$ cat config.mk
export PLATFORM = sky130hd
export DESIGN_NAME = obi_arbiter_2to1
export DESIGN_NICKNAME = d
export VERILOG_FILES = /design/src/rtl/obi_arbiter_2to1_pkg.sv /design/src/rtl/obi_arbiter_2to1_src_fifo.sv /design/src/rtl/obi_arbiter_2to1.sv
export SDC_FILE = /design/constraint.sdc
export NUM_CORES = 1
export LEC_CHECK = 0
export ABC_AREA = 1
export ABC_CLOCK_PERIOD_IN_PS = 1900
export CELL_PAD_IN_SITES_DETAIL_PLACEMENT = 0
export CELL_PAD_IN_SITES_GLOBAL_PLACEMENT = 1
export CORE_ASPECT_RATIO = 0.5
export CORE_MARGIN = 3
export CORE_UTILIZATION = 15
export DETAILED_ROUTE_END_ITERATION = 8
export HOLD_SLACK_MARGIN = 0.06
export PLACE_DENSITY_LB_ADDON = 0.15
export SETUP_SLACK_MARGIN = 0.1
export SKIP_LAST_GASP = 1
export SYNTH_ARGS = -nofsm -noshare
export SYNTH_HDL_FRONTEND = slang
export SYNTH_HIERARCHICAL = 1
export SYNTH_SLANG_ARGS = --single-unit
$ cat constraint.sdc
create_clock -name clk -period 1.9 [get_ports clk]
set_input_delay 0.475 -clock clk [delete_from_list [all_inputs] [get_ports clk]]
set_output_delay 0.475 -clock clk [all_outputs]
set_load 0.01 [all_outputs]
$ cat src/rtl/obi_arbiter_2to1_pkg.sv
// Shared types for the 2:1 OBI arbiter: requester identity and fixed OBI side-band widths.
package obi_arbiter_2to1_pkg;

   localparam int unsigned OBI_BE_W   = 4;
   localparam int unsigned OBI_ATOP_W = 6;

   typedef enum logic {
      SRC_INSTR = 1'b0,
      SRC_DATA  = 1'b1
   } obi_src_t;

   function automatic obi_src_t other_src(input obi_src_t s);
      return (s == SRC_INSTR) ? SRC_DATA : SRC_INSTR;
   endfunction

endpackage

$ cat src/rtl/obi_arbiter_2to1_src_fifo.sv
// In-order record of which requester owns each granted-but-unanswered bus transaction.
module obi_arbiter_2to1_src_fifo
   import obi_arbiter_2to1_pkg::*;
#(
   parameter  int unsigned DEPTH = 2,
   localparam int unsigned CW    = $clog2(DEPTH + 1)
) (
   input  logic          clk,
   input  logic          rst_n,
   input  logic          i_push,
   input  obi_src_t      i_src,
   input  logic          i_pop,
   output obi_src_t      o_head,
   output logic [CW-1:0] o_count
);

   localparam int unsigned PW = (DEPTH > 1) ? $clog2(DEPTH) : 1;

   obi_src_t      r_mem [DEPTH];
   logic [PW-1:0] r_wr_ptr;
   logic [PW-1:0] r_rd_ptr;
   logic [CW-1:0] r_count;
   logic          w_push;
   logic          w_pop;

   // Pointers wrap at DEPTH, so non-power-of-two depths work.
   function automatic logic [PW-1:0] ptr_inc(input logic [PW-1:0] p);
      return (p == PW'(DEPTH - 1)) ? '0 : p + PW'(1);
   endfunction

   assign w_push = i_push & (r_count != CW'(DEPTH));
   assign w_pop  = i_pop  & (r_count != '0);

   always_ff @(posedge clk or negedge rst_n) begin
      if (!rst_n) begin
         for (int k = 0; k < int'(DEPTH); k++) r_mem[k] <= SRC_INSTR;
         r_wr_ptr <= '0;
         r_rd_ptr <= '0;
         r_count  <= '0;
      end else begin
         if (w_push) begin
            r_mem[r_wr_ptr] <= i_src;
            r_wr_ptr        <= ptr_inc(r_wr_ptr);
         end
         if (w_pop) r_rd_ptr <= ptr_inc(r_rd_ptr);
         unique case ({w_push, w_pop})
            2'b10:   r_count <= r_count + CW'(1);
            2'b01:   r_count <= r_count - CW'(1);
            default: r_count <= r_count;
         endcase
      end
   end

   assign o_head  = r_mem[r_rd_ptr];
   assign o_count = r_count;

endmodule

$ cat src/rtl/obi_arbiter_2to1.sv
// Shares one OBI master port between instruction fetch (I) and LSU (D); responses are
// routed back in order to whichever requester issued the transaction.
module obi_arbiter_2to1
   import obi_arbiter_2to1_pkg::*;
#(
   parameter int unsigned WIDTH           = 32,
   parameter int unsigned MAX_OUTSTANDING = 2,
   parameter bit          DATA_PRIO       = 1'b1
) (
   input  logic                  clk,
   input  logic                  rst_n,
   // instruction-fetch port
   input  logic                  i_req_i,
   output logic                  i_gnt_o,
   input  logic [WIDTH-1:0]      i_addr_i,
   input  logic                  i_we_i,
   input  logic [OBI_BE_W-1:0]   i_be_i,
   input  logic [WIDTH-1:0]      i_wdata_i,
   output logic                  i_rvalid_o,
   output logic [WIDTH-1:0]      i_rdata_o,
   output logic                  i_err_o,
   input  logic                  i_rready_i,
   // LSU port
   input  logic                  d_req_i,
   output logic                  d_gnt_o,
   input  logic [WIDTH-1:0]      d_addr_i,
   input  logic                  d_we_i,
   input  logic [OBI_BE_W-1:0]   d_be_i,
   input  logic [WIDTH-1:0]      d_wdata_i,
   output logic                  d_rvalid_o,
   output logic [WIDTH-1:0]      d_rdata_o,
   output logic                  d_err_o,
   input  logic                  d_rready_i,
   // system bus port
   output logic                  m_req_o,
   input  logic                  m_gnt_i,
   output logic [WIDTH-1:0]      m_addr_o,
   output logic                  m_we_o,
   output logic [OBI_BE_W-1:0]   m_be_o,
   output logic [WIDTH-1:0]      m_wdata_o,
   output logic [OBI_ATOP_W-1:0] m_atop_o,
   input  logic                  m_rvalid_i,
   input  logic [WIDTH-1:0]      m_rdata_i,
   input  logic                  m_err_i,
   output logic                  m_rready_o
);

   localparam int unsigned CW = $clog2(MAX_OUTSTANDING + 1);

   logic          r_lock;
   obi_src_t      r_locked_src;
   obi_src_t      r_rr_ptr;
   obi_src_t      w_sel;
   obi_src_t      w_owner;
   logic [CW-1:0] w_fifo_count;
   logic          w_fifo_full;
   logic          w_fifo_empty;
   logic          w_req;
   logic          w_accept;
   logic          w_rsp_valid;
   logic          w_rready;
   logic          w_pop;
   logic          w_stray_rvalid;
   logic          w_locked_req;

   assign w_fifo_full  = (w_fifo_count == CW'(MAX_OUTSTANDING));
   assign w_fifo_empty = (w_fifo_count == '0);
   assign w_req        = (i_req_i | d_req_i) & ~w_fifo_full;
   assign w_accept     = w_req & m_gnt_i;

   // Source selection: a pending (ungranted) request keeps its source until granted.
   always_comb begin
      w_sel = SRC_INSTR;
      if (r_lock)                   w_sel = r_locked_src;
      else if (i_req_i && d_req_i)  w_sel = DATA_PRIO ? SRC_DATA : r_rr_ptr;
      else if (d_req_i)             w_sel = SRC_DATA;
   end

   always_ff @(posedge clk or negedge rst_n) begin
      if (!rst_n) begin
         r_lock       <= 1'b0;
         r_locked_src <= SRC_INSTR;
         r_rr_ptr     <= SRC_INSTR;
      end else begin
         if (w_req && !m_gnt_i) begin
            r_lock       <= 1'b1;
            r_locked_src <= w_sel;
         end else if (w_accept) begin
            r_lock <= 1'b0;
         end
         if (w_accept) r_rr_ptr <= other_src(w_sel);
      end
   end

   obi_arbiter_2to1_src_fifo #(
      .DEPTH   (MAX_OUTSTANDING)
   ) u_src_fifo (
      .clk     (clk),
      .rst_n   (rst_n),
      .i_push  (w_accept),
      .i_src   (w_sel),
      .i_pop   (w_pop),
      .o_head  (w_owner),
      .o_count (w_fifo_count)
   );

   assign w_rsp_valid    = m_rvalid_i & ~w_fifo_empty;
   assign w_rready       = ((w_owner == SRC_DATA) ? d_rready_i : i_rready_i) & ~w_fifo_empty;
   assign w_pop          = m_rvalid_i & w_rready;
   assign w_stray_rvalid = m_rvalid_i & w_fifo_empty;
   assign w_locked_req   = (r_locked_src == SRC_DATA) ? d_req_i : i_req_i;

   // Every output is forced low while reset is held.
   assign m_req_o    = rst_n & w_req;
   assign m_addr_o   = {WIDTH{rst_n}} & ((w_sel == SRC_DATA) ? d_addr_i : i_addr_i);
   assign m_we_o     = rst_n & ((w_sel == SRC_DATA) ? d_we_i : i_we_i);
   assign m_be_o     = {OBI_BE_W{rst_n}} & ((w_sel == SRC_DATA) ? d_be_i : i_be_i);
   assign m_wdata_o  = {WIDTH{rst_n}} & ((w_sel == SRC_DATA) ? d_wdata_i : i_wdata_i);
   assign m_atop_o   = '0;
   assign m_rready_o = rst_n & w_rready;

   assign i_gnt_o    = rst_n & w_accept & (w_sel == SRC_INSTR);
   assign d_gnt_o    = rst_n & w_accept & (w_sel == SRC_DATA);
   assign i_rvalid_o = rst_n & w_rsp_valid & (w_owner == SRC_INSTR);
   assign d_rvalid_o = rst_n & w_rsp_valid & (w_owner == SRC_DATA);
   assign i_rdata_o  = {WIDTH{rst_n}} & m_rdata_i;
   assign d_rdata_o  = {WIDTH{rst_n}} & m_rdata_i;
   assign i_err_o    = rst_n & m_err_i;
   assign d_err_o    = rst_n & m_err_i;

   // Protocol checks: stray responses are tolerated but reported; dropping a locked request is not.
   always_ff @(posedge clk or negedge rst_n) begin
      if (!rst_n) begin
      end else begin
         assert (!w_stray_rvalid)
            else $warning("obi_arbiter_2to1: m_rvalid_i with no outstanding transaction ignored");
         assert (!(r_lock && !w_locked_req))
            else $error("obi_arbiter_2to1: requester dropped req while its address phase was pending");
      end
   end

endmodule

Yosys cells after proc, flatten, opt, wreduce, memory -nomap -nowiden
Index checks and enable logic that the tools add are counted.

operators by class
  add/subtract/negate cells = 4
  order comparisons = 3
  equality and inequality tests = 4
  mux-type cells = 19
  bitwise operators = 28
  reduce and logical (&&, ||, !) cells = 8

operator list
  cell                                                                   count
  32-bit AND                                                             3
  32-bit two-way mux                                                     2
  1-bit AND                                                              17
  1-bit two-way mux                                                      13
  2-bit nonzero test                                                     3
  4-bit AND                                                              1
  2-bit equality test, second input constant                             2
  2-bit greater-or-equal comparator, second input constant               2
  4-bit two-way mux                                                      1
  1-bit NOT                                                              4
  1-bit NOT with 2-bit output                                            2
  2-bit one-hot mux with 2 select lines                                  1
  1-bit logical AND                                                      3
  1-bit adder, second input constant                                     2
  2-bit by 1-bit adder with 2-bit output, second input constant          1
  2-bit bitwise mux                                                      1
  2-bit by 1-bit equality test with 1-bit output, second input constant  1
  2-bit zero test                                                        1
  2-bit by 1-bit < comparator with 1-bit output, second input constant   1
  2-bit != test, second input constant                                   1
  2-bit by 1-bit subtractor with 2-bit output, second input constant     1
  1-bit demux with 1-bit select                                          1
  1-bit zero test                                                        1
  1-bit bitwise OR                                                       1

storage, ports and cells
  register bits after elaboration = 8
  bits of input ports = 179
  output and inout port bits = 147

Longest topological paths before layout
Gate-level depths: netlist (run 1).

  depth after elaboration = 10
  gate-level depth with buffers = 14
  gate-level depth less buffers = 14

Modules after synthesis
The synthesis (run 1) kept the hierarchy.

modules (own cells, without submodules)
  module                     instances  cells each  area each (um^2)
  obi_arbiter_2to1           1          458         2,339.7
  obi_arbiter_2to1_src_fifo  1          41          317.8

Least setup slack after synthesis (run 1)
OpenSTA, ideal clock, no wires.

  kind = in2out
  from = input rst_n
  to = output i_rdata_o[10]
  arrival = 1.211 ns
  required time = 1.425 ns
  setup slack = 0.214 ns
  stages = 6
  buffers on the path = 4
  cells stage by stage = buf_2 -> buf_4 -> buf_2 -> nand2_1 -> inv_1 -> buf_4

on the way
  cells in the longest elaborated chain, start to end = 1

RTL lines
  item             line                    RTL
  start, declared  obi_arbiter_2to1.sv:11  input logic rst_n,
  32-bit AND       n/a
  end, declared    obi_arbiter_2to1.sv:20  output logic [WIDTH-1:0] i_rdata_o,

Every way passes these cells.

Worst setup path in the final report (run 1)
  from = register r_lock
  to = output m_addr_o[29]

on the way
  cells in the longest elaborated chain, start to end = 3

RTL lines
  item                    line                     RTL
  start, declared         obi_arbiter_2to1.sv:50   logic r_lock;
  start signal, assigned  obi_arbiter_2to1.sv:81   r_lock <= 1'b0;
  start signal, assigned  obi_arbiter_2to1.sv:86   r_lock <= 1'b1;
  start signal, assigned  obi_arbiter_2to1.sv:89   r_lock <= 1'b0;
  1-bit two-way mux       obi_arbiter_2to1.sv:74   if (r_lock) w_sel = r_locked_src;
  32-bit two-way mux      obi_arbiter_2to1.sv:115  assign m_addr_o = {WIDTH{rst_n}} & ((w_sel == SRC_DATA) ? d_addr_i : i_addr_i);
  32-bit AND              obi_arbiter_2to1.sv:115
  end, declared           obi_arbiter_2to1.sv:37   output logic [WIDTH-1:0] m_addr_o,

Every way passes these cells.

==> metrics.md, run 1 <==
| Metric | Value |
|---|---|
| DIE HEIGHT | `100.1 µm` |
| Int Pwr | `0.002717 W` |
| Area growth syn-to-layout | `133.5%` |
| Total CTS buffers | `3` |
| Clock Power Share | `0.071` |
| Share of layout cells above drive strength 1 | `0.2704` |
| Post-synth top area share | `0.2105` |
| Fin crit share | `1.061` |
| CP Launch Type | `flip-flop` |
| Die width | `194.2 µm` |
| Bufs on Longest Clock Path | `2` |
| Ys Warns | `6` |
| CP bufs+invs | `5` |
| Root buf cell | `clkbuf_16` |
| GPL Wtd Cong | `0.7807` |
| Synth Register Bits | `8` |
| Vias in the first global route | `3823` |
| Total power | `0.004956 W` |
| CP peak stage delay | `390 ps` |
| Cell area power density | `798.5 nW/µm²` |
| Fillers | `1843` |
| Vias per cell | `3.834` |
| Endpoints failing setup | `51` |
| Yosys top cell by area | `nor2_1` |
| Maximum VDD drop | `0.0004749 V` |
| CTS tree | `yes` |
| Switch share | `0.4517` |
| Pleak | `3.239 nW` |
| Max-Cap Viols | `0` |
| R2r worst-path depth | `14` |
| Core ar. | `16850 µm²` |
| Crit path DAT | `1540 ps` |
| Final Hold Viols | `0` |
| Routed vias | `3980` |
| Design Area, Final | `6206 µm²` |
| Worst setup EP type | `output port` |
| Initial antenna violation count | `1` |
| Worst path required time | `1420 ps` |
| Syn_area_per_cell | `5.326 µm²` |
| Final Net Count | `992` |
| Post-Syn Instances | `499` |
| CP dominant cell by count | `buf_12` |
| Largest net degree at the start of global routing | `63` |
| Clk sinks | `8` |
| Post-DRT Antenna Nets | `0` |
| Setup Skew | `1.784 ps` |
| WHS | `198.0 ps` |
| Number of remaining DRC errors | `0` |
| Flop pwr share | `0.063` |
| Net Switching | `0.002238 W` |
| Netlist Area Pre-Place | `2658 µm²` |
| Cell variety after synth | `22` |
| End of the worst register-to-register path | `u_src_fifo/o_count[1]` |
| Crit path cell chain | `inv_2 > nand2_2 > nand2_4 > buf_12 > buf_12 > buf_16 > nor2_2 > nor2_1 > buf_2` |
| PortBufs | `319` |
| Crit-path slowest cell | `dfrtp_1` |
| Clk slew on worst S/H paths | `40 ps` |
| Fmax | `0.4962 GHz` |
| Grt total ovfl | `0` |
| Pre-CTS setup slack | `-796.2 ps` |
| Placed Area | `5916 µm²` |
| Hpwl dp | `11550 µm` |
| Critical path type | `flip-flop to output port` |
| Htree depth | `1` |
| Boundary pin count | `326` |
| RSZ-0062 raised after global routing | `true` |
| RR Startpoint | `u_src_fifo/r_rd_ptr` |
| Failing checks | `setup timing` |
| DR pass1 iterations | `4` |
| Starting DRT DRC Count | `99` |
| Synth area leaders | `nor2_1 (21%), nand3b_1 (19%), nand2_1 (18%)` |
| Sequential area share after synthesis | `0.07533` |
| Fin Setup TNS | `-3161 ps` |
| Final Slew Violations | `0` |
| Post-CTS Hold Fix Bufs | `0` |
| Hold WC Path Type | `input pin to asynchronous set/reset pin` |
| Global-route wire length before repair | `22830 µm` |
| Total GRT Usage | `0.1472` |
| Worst skew pair latency | `230 ps` |
| Combinational share of power | `0.866` |
| Max FO, Critical Path | `8` |
| Number of cell rows | `33` |
| Reg-to-reg setup timing slack | `160 ps` |
| Crit path time final | `2015 ps` |
| Die area | `19450 µm²` |
| CP top delay family | `buffers and inverters` |
| Starting Density | `0.1578` |
| DR WL/cell | `15.95 µm` |
| Final wirelength | `16550 µm` |
| Slack of the critical path | `-115.4 ps` |
| Status | `complete, but fails checks` |
==> cell type report <==
cell class,count,area (µm²),area share
Antenna cell,1,2.502,0.0004032
Clock buffer,3,75.07,0.01210
Inverter,50,187.7,0.03024
Multi-Input combinational cell,374,1902,0.3065
Sequential cell,8,200.2,0.03226
Tap cell,227,284.0,0.04577
Timing Repair Buffer,375,3555,0.5728
==> metrics by stage <==
| stage | instances | utilization |
|---|---|---|
| 6_report | 1038 | 0.3684 |
| 5_1_grt | 1038 | 0.3684 |
| 4_1_cts | 1028 | 0.3611 |
| 3_5_place_dp | 1010 | 0.3512 |
| 3_3_place_gp | 1010 | 0.3512 |
| 2_1_floorplan | 504 | - |
==> metal layers <==
metal,wire length [µm],vias to the layer above,track usage
met5,0,-,0
met4,134,0,0.01544
met3,702,10,0.02180
met2,8135,120,0.2679
met1,7581,1757,0.1929
li1,-,2093,-
==> cells in the final DEF (no fill, tap or decap), drive strengths merged <==
cell	synthesis	routed
diode	0	1
nand4	4	4
ha	1	1
o21ai	2	2
or2	1	1
nand2	134	134
dlygate4sd2	0	12
clkdlybuf4s50	0	171
nand3b	69	69
dfrtp	8	8
conb	1	6
clkbuf	3	42
inv	50	50
clkdlybuf4s15	0	32
nor2	149	149
buf	69	116
nand3	7	7
xnor2	1	1
bufbuf	0	3
dlymetal6s2s	0	2
==> cells by family after synthesis <==
logic type	count (synthesis)	share of synthesized area
buf+inv	122	0.2825
fa+ha+maj	1	0.004707
compound gates	2	0.003767
simple gates	364	0.6290
xor+xnor	1	0.003296
flops	8	0.07533
other cells	1	0.001411
==> worst max path at each step <==
stage | startpoint | to | slack, ps | depth (start not counted)
2_1_floorplan | rst_n | i_rdata_o[10] | 210 | 6
3_3_place_gp | d_req_i | m_addr_o[27] | -800 | 8
3_5_place_dp | d_req_i | m_addr_o[27] | -800 | 8
4_1_cts | r_lock | m_addr_o[27] | -170 | 7
5_1_grt | r_lock | m_addr_o[20] | -210 | 9
6_report | r_lock | m_addr_o[29] | -120 | 9
==> synth_stat cells <==
library cell    n
nor2_1        149
nand2_1       128
nand3b_1       69
buf_4          49
inv_1          48
buf_6          12
dfrtp_1         8
buf_2           7
nand3_1         6
nand2_2         5
nand4_1         4
clkbuf_1        2
inv_2           2
o21ai_0         2
buf_1           1
clkbuf_8        1
conb_1          1
ha_1            1
nand2_4         1
nand3_2         1
or2_2           1
xnor2_1         1
==> power groups by stage <==
stage | Sequential [W] | Clock, W | Combinational [W]
2_1_floorplan | 0.000315 | 0 | 0.00183
3_3_place_gp | 0.000314 | 0 | 0.00345
3_5_place_dp | 0.000316 | 0 | 0.00345
4_1_cts | 0.000314 | 0.000359 | 0.00396
5_1_grt | 0.000322 | 0.000368 | 0.00468
6_report | 0.000312 | 0.000352 | 0.00429
==> flip-flops by register name, indices dropped and copies added (netlist names) <==
signal               flops
u_src_fifo/r_mem         2
u_src_fifo/r_rd_ptr      1
u_src_fifo/r_wr_ptr      1
u_src_fifo/o_count       2
r_lock                   1
r_locked_src             1
==> timing repair <==
action | CTS | global route
endpoints found under the setup margin | 143 | 133
pin swaps | 21 | 22
cloned | 8 | 7
gates resized for setup | 360 | 169
buffers inserted | 7 | 2
Note: power is estimated with default switching activity, not from simulation.
==> inputs of run 2 (changes only) <==
--- a/config.mk
+++ b/config.mk
@@ -10,11 +10,11 @@
 export CELL_PAD_IN_SITES_DETAIL_PLACEMENT = 0
 export CELL_PAD_IN_SITES_GLOBAL_PLACEMENT = 1
 export CORE_ASPECT_RATIO = 0.5
-export CORE_MARGIN = 3
 export CORE_UTILIZATION = 15
 export DETAILED_ROUTE_END_ITERATION = 8
 export HOLD_SLACK_MARGIN = 0.06
 export PLACE_DENSITY_LB_ADDON = 0.15
+export RECOVER_POWER = 100
 export SETUP_SLACK_MARGIN = 0.1
 export SKIP_LAST_GASP = 1
 export SYNTH_ARGS = -nofsm -noshare
==> run 2 against run 1 <==
Against the previous run: the flow still finishes with violations (setup timing); clock power about the same; clock-buffer cell count unchanged; via count up 5.2%; fmax down 1.9%; worst setup slack worse by 40 ps; cell count up 3.2%; routed wire length down 2.3%; design area up 6.5%; combinational power up 14%; hold slack better by 270 ps; register-to-register slack better by 50 ps; total power up 12%; critical endpoint is now m_wdata_o[11]; largest power group unchanged.
==> metrics.md, run 2 (same netlist as run 1, synthesis figures left out) <==
| Metric | Value |
|---|---|
| Status | `complete, but fails checks` |
| Failing checks | `setup timing` |
| Pre-CTS setup slack | `-751.3 ps` |
| Endpoints failing setup | `73` |
| Global-route wire length before repair | `20620 µm` |
| Die area | `18290 µm²` |
| Crit path DAT | `1580 ps` |
| Worst setup EP type | `output port` |
| Post-DRT Antenna Nets | `0` |
| Worst skew pair latency | `230 ps` |
| Fin Setup TNS | `-6865 ps` |
| CP top delay family | `buffers and inverters` |
| Routed vias | `4186` |
| Critical path type | `flip-flop to output port` |
| Cell area power density | `840.9 nW/µm²` |
| Largest net degree at the start of global routing | `46` |
| Maximum VDD drop | `0.0005317 V` |
| Crit path time final | `2055 ps` |
| Crit-path slowest cell | `dfrtp_2` |
| Fillers | `1833` |
| CP dominant cell by count | `nor2_1` |
| Die width | `190.2 µm` |
| Pleak | `3.390 nW` |
| DR pass1 iterations | `4` |
| Slack of the critical path | `-155.3 ps` |
| CP peak stage delay | `400 ps` |
| Grt total ovfl | `0` |
| Hpwl dp | `11200 µm` |
| Bufs on Longest Clock Path | `2` |
| Share of layout cells above drive strength 1 | `0.3164` |
| Hold WC Path Type | `input pin to asynchronous set/reset pin` |
| DIE HEIGHT | `96.12 µm` |
| DR WL/cell | `15.10 µm` |
| Total GRT Usage | `0.1446` |
| Number of remaining DRC errors | `0` |
| Fmax | `0.4866 GHz` |
| CP bufs+invs | `5` |
| Vias in the first global route | `3875` |
| Post-CTS Hold Fix Bufs | `0` |
| CTS tree | `yes` |
| Root buf cell | `clkbuf_16` |
| Starting DRT DRC Count | `143` |
| Number of cell rows | `33` |
| Crit path cell chain | `clkinv_4 > nand2_4 > nand2_8 > buf_6 > buf_12 > clkbuf_16 > nor2_1 > nor2_1 > buf_2` |
| Design Area, Final | `6610 µm²` |
| Max-Cap Viols | `0` |
| Max FO, Critical Path | `6` |
| Clk slew on worst S/H paths | `40 ps` |
| Setup Skew | `1.049 ps` |
| Fin crit share | `1.082` |
| Clk sinks | `8` |
| Final Slew Violations | `0` |
| Vias per cell | `3.908` |
| Placed Area | `6073 µm²` |
| Final Net Count | `1026` |
| Multi-input gate area | `1999 µm²` |
| Final wirelength | `16180 µm` |
| RSZ-0062 raised after global routing | `true` |
| Total CTS buffers | `3` |
| GPL Wtd Cong | `0.7269` |
| Worst path required time | `1420 ps` |
| Htree depth | `1` |
| Core ar. | `16850 µm²` |
| Most common cell after layout, fill and taps aside | `clkdlybuf4s50_1` |
| PortBufs | `319` |
| Initial antenna violation count | `0` |
| FF+latch area | `202.7 µm²` |
| Antenna cells | `0` |
| Commonest cells after routing, fill and taps aside | `clkdlybuf4s50_1 (172), nand2_1 (122), nor2_1 (108), buf_2 (70), nand3b_1 (69)` |
| CP Launch Type | `flip-flop` |
| Starting Density | `0.1578` |
| Boundary pin count | `326` |
| Area growth syn-to-layout | `148.7%` |
| Final Hold Viols | `0` |
[run 2: final cells by class]
type | instances | share of cell area
repair buffers | 408 | 0.5834
multi-input cells | 375 | 0.3025
well taps | 227 | 0.04297
flip-flops and latches | 8 | 0.03066
inverters | 50 | 0.02915
clock buffers | 3 | 0.01136
[run 2: layer usage]
metal  GRT usage  vias to the layer above  routed length [µm]
li1            -                     2166                   -
met1      0.1781                     1870                7179
met2      0.2786                      138                8101
met3     0.01677                       12                 774
met4     0.01600                        0                 121
met5           0                        -                   0
[run 2: metrics by stage]
step / instances / total power, W / hold slack, ps / utilization
floorplan: 504 / 0.002143 / 179.4 / -
finish: 1071 / 0.005559 / 468.6 / 0.3924
global placement: 1021 / 0.003807 / 460.5 / 0.3605
CTS: 1041 / 0.004643 / 344.6 / 0.3677
detailed placement: 1021 / 0.003804 / 466.7 / 0.3605
global route: 1071 / 0.005997 / 494.9 / 0.3924
[run 2: final timing paths]
kind,slack [ps],end,startpoint,cells past startpoint
worst max-delay path,-160,m_wdata_o[11],r_lock,9
worst min-delay path,470,r_locked_src,rst_n,3
worst max register to register,210,u_src_fifo/o_count[1],u_src_fifo/r_rd_ptr,14
worst min register to register,480,u_src_fifo/r_mem[0],u_src_fifo/r_mem[0],2
max in group asynchronous,1040,u_src_fifo/r_wr_ptr,rst_n,4
min in group clk,480,u_src_fifo/r_mem[0],u_src_fifo/r_mem[0],2
[run 2: what timing repair did]
item / 4_1_cts / 5_1_grt
gates cloned: 6 / 10
pin swaps: 21 / 36
endpoints found under the setup margin: 143 / 140
setup buffers: 11 / 20
resized for setup: 378 / 203
hold endpoints to repair: 0 / 0
[run 2: where the power goes]
part | internal, W | switching, W
registers | 0.000256 | 0.0000771
logic | 0.00258 | 0.00230
clock network | 0.000271 | 0.0000802
total | 0.00310 | 0.00246
[run 2: worst min-delay path, stage by stage]
cell,delay (ps)
clkbuf_1,210
buf_12,200
clkbuf_1,140
==> inputs of run 3 (changes only) <==
--- a/config.mk
+++ b/config.mk
@@ -5,14 +5,14 @@
 export SDC_FILE = /design/constraint.sdc
 export NUM_CORES = 1
 export LEC_CHECK = 0
-export ABC_AREA = 1
 export ABC_CLOCK_PERIOD_IN_PS = 1900
 export CELL_PAD_IN_SITES_DETAIL_PLACEMENT = 0
 export CELL_PAD_IN_SITES_GLOBAL_PLACEMENT = 1
 export CORE_ASPECT_RATIO = 0.5
-export CORE_UTILIZATION = 15
+export CORE_UTILIZATION = 12
 export DETAILED_ROUTE_END_ITERATION = 8
 export HOLD_SLACK_MARGIN = 0.06
+export MAX_ROUTING_LAYER = met4
 export PLACE_DENSITY_LB_ADDON = 0.15
 export RECOVER_POWER = 100
 export SETUP_SLACK_MARGIN = 0.1
==> run 3 against run 2 <==
Against the previous run: the run still ends with setup timing left; worst setup slack got worse by 140 ps; synthesized area is 26% lower; routed wire length shrank 18%; critical path depth is 1 lower; non-clock buffer count fell by 48; design area shrank 19%; combinational power fell by 12%; sequential share of layout area up 0.67 points; total power down 11%; register-to-register slack worse by 260 ps; critical path type unchanged; via count decreased by 20%; die area shrank 7.7%.
==> metrics.md, run 3 <==
| Metric | Value |
|---|---|
| Status | `complete, but fails checks` |
| Failing checks | `setup timing` |
| Slack of the critical path | `-293.8 ps` |
| Maximum VDD drop | `0.0005189 V` |
| Net Switching | `0.002173 W` |
| CP Launch Type | `flip-flop` |
| Number of cell rows | `32` |
| CTS tree | `yes` |
| Clock Power Share | `0.070` |
| Fmax | `0.4558 GHz` |
| Boundary pin count | `326` |
| Grt total ovfl | `0` |
| Critical path type | `flip-flop to output port` |
| Root buf cell | `clkbuf_16` |
| DR WL/cell | `15.17 µm` |
| Core ar. | `15700 µm²` |
| Commonest cells after routing, fill and taps aside | `clkdlybuf4s50_1 (174), nand2_1 (122), buf_2 (74), clkbuf_1 (48), a21oi_1 (47)` |
| Final Hold Viols | `0` |
| Fillers | `1755` |
| Bufs on Longest Clock Path | `2` |
| Fin crit share | `1.155` |
| End of the worst register-to-register path | `u_src_fifo/o_count[1]` |
| Synth Register Bits | `8` |
| Starting DRT DRC Count | `34` |
| Top-count cell post-synth | `nand2_1` |
| Combinational share of power | `0.861` |
| Worst slew pin tran | `513.7 ps` |
| Vias per cell | `3.847` |
| Reg-to-reg setup timing slack | `-50 ps` |
| Netlist Area Pre-Place | `1961 µm²` |
| Setup Skew | `3.099 ps` |
| Die width | `182.8 µm` |
| FF+latch area | `200.2 µm²` |
| Fraction of registers with async set/reset | `1.000` |
| Post-synth top area share | `0.2661` |
| Synth cell count leaders | `nand2_1 (139), a21oi_1 (69), buf_4 (46)` |
| Pre-CTS setup slack | `-898.7 ps` |
| Pleak | `2.414 nW` |
| Total power | `0.004960 W` |
| GPL Wtd Cong | `0.7203` |
| Worst setup EP type | `output port` |
| R2r worst-path depth | `9` |
| Htree depth | `1` |
| Synth Flop Type | `dfrtp_1` |
| Syn_area_per_cell | `5.618 µm²` |
| Vias in the first global route | `3295` |
| Routed vias | `3362` |
| Clk slew on worst S/H paths | `40 ps` |
| RR Startpoint | `u_src_fifo/r_rd_ptr` |
| Crit path time final | `2194 ps` |
| Final Net Count | `835` |
| Hold WC Path Type | `input pin to asynchronous set/reset pin` |
| Clk sinks | `8` |
| PortBufs | `319` |
| Largest net degree at the start of global routing | `35` |
| DIE HEIGHT | `92.39 µm` |
| Cell variety after synth | `29` |
| Most common cell after layout, fill and taps aside | `clkdlybuf4s50_1` |
| Post-DRT Antenna Nets | `0` |
| Die area | `16890 µm²` |
| Slew headroom | `0.6576` |
| Total CTS buffers | `3` |
| Total GRT Usage | `0.1486` |
| Worst path required time | `1420 ps` |
| Crit path DAT | `1720 ps` |
| Ys Warns | `6` |
| Hpwl dp | `9392 µm` |
| Multi-input gate area | `1612 µm²` |
| Initial antenna violation count | `0` |
| Synth area leaders | `nand2_1 (27%), a21oi_1 (18%), buf_4 (18%)` |
| DR pass1 iterations | `4` |
| Post-CTS Hold Fix Bufs | `0` |
| Worst skew pair latency | `230 ps` |
| Number of synthesized flops with an enable pin | `0` |
| Final wirelength | `13260 µm` |
| Number of remaining DRC errors | `0` |
| Max-Cap Viols | `0` |
| Sequential area share after synthesis | `0.1021` |
| Post-Syn Instances | `349` |
| RSZ-0062 raised after global routing | `true` |
| Starting Density | `0.1249` |
| Cell area power density | `925.3 nW/µm²` |
| Antenna cells | `0` |
| Area growth syn-to-layout | `173.4%` |
| Yosys top cell by area | `nand2_1` |
| Share of layout cells above drive strength 1 | `0.2818` |
| Fin Setup TNS | `-15380 ps` |
| Final Slew Violations | `0` |
| Int Pwr | `0.002787 W` |
| Max FO, Critical Path | `8` |
| Flop pwr share | `0.069` |
| Global-route wire length before repair | `18930 µm` |
| Switch share | `0.4381` |
| Endpoints failing setup | `73` |
-- run 3: cell types whose count changed in the layout (fill, tap and decap cells not counted), sizes merged, moves of 4 or more --
cell / previous run / this run
nand4: 4 / 0
nand2: 135 / 139
and2: 0 / 33
inv: 49 / 5
clkbuf: 54 / 58
nor2: 149 / 5
a21oi: 0 / 69
nand3b: 69 / 1
dlygate4sd2: 4 / 19
nand3: 7 / 1
buf: 149 / 109
mux2: 0 / 5
clkdlybuf4s15: 31 / 2
-- run 3: repair_timing --
item                                    CTS  global route
resized for setup                       511           102
setup buffers                             9             1
endpoints found under the setup margin  147           129
hold endpoints to repair                  0             0
cloned                                    9             2
pin swaps                                24            17
-- run 3: through the flow --
step / cell area [µm²] / util / hold slack [ps] / instances
2_1_floorplan: 1979 / - / 179.4 / 354
3_5_place_dp: 5244 / 0.3341 / 481.0 / 850
6_report: 5360 / 0.3415 / 348.5 / 874
3_3_place_gp: 5244 / 0.3341 / 474.2 / 850
4_1_cts: 5607 / 0.3572 / 210.3 / 871
5_1_grt: 5360 / 0.3415 / 386.8 / 874
-- run 3: critical path, stage by stage (launching register included) --
cell and delay [ps]:
dfrtp_1 400, mux2i_4 260, buf_12 190, inv_16 70, buf_12 140, buf_16 150
nand2_1 70, a21oi_1 50, buf_2 150
-- run 3: logic make-up (layout without fill, tap and decap cells) --
group	count (synthesis)	after routing	synth area share
flip-flops	8	8	0.1021
adder cells (fa/ha/maj)	1	1	0.006381
multiplexers	7	7	0.04531
buffers and inverters	69	368	0.2227
AND/OR/NAND/NOR	184	184	0.4065
AO/OA/AOI/OAI	74	74	0.1927
XOR/XNOR	5	5	0.02234
other	1	6	0.001913
-- run 3: worst max-delay path by stage --
| stage | startpoint | endpoint | cells past startpoint |
|---|---|---|---|
| CTS | r_lock | m_addr_o[4] | 7 |
| global placement | d_req_i | m_addr_o[6] | 6 |
| detailed placement | d_req_i | m_addr_o[1] | 6 |
| floorplan | r_lock | m_addr_o[0] | 4 |
| finish | r_lock | m_addr_o[16] | 8 |
| global route | r_lock | m_addr_o[16] | 8 |
-- run 3: cell type report --
class	count	share of cell area
Timing Repair Buffer	360	0.5899
Inverter	5	0.006536
Sequential cell	8	0.03735
Clock buffer	3	0.01401
Tap cell	221	0.05159
Multi-Input combinational cell	277	0.3007
-- run 3: metal layers --
layer	GRT usage	vias up	wire [µm]
li1	-	1688	-
met1	0.1761	1537	5717
met4	0.01806	0	72
met5	-	-	0
met2	0.2809	133	6870
met3	0.01337	4	596
-- run 3: power by group through the flow --
| stage | combinational [W] | sequential (W) | clock, W |
|---|---|---|---|
| 3_3_place_gp | 0.00329 | 0.000332 | 0 |
| 3_5_place_dp | 0.00328 | 0.000332 | 0 |
| 2_1_floorplan | 0.00158 | 0.000336 | 0 |
| 6_report | 0.00427 | 0.000341 | 0.000350 |
| 4_1_cts | 0.00416 | 0.000344 | 0.000360 |
| 5_1_grt | 0.00461 | 0.000354 | 0.000374 |
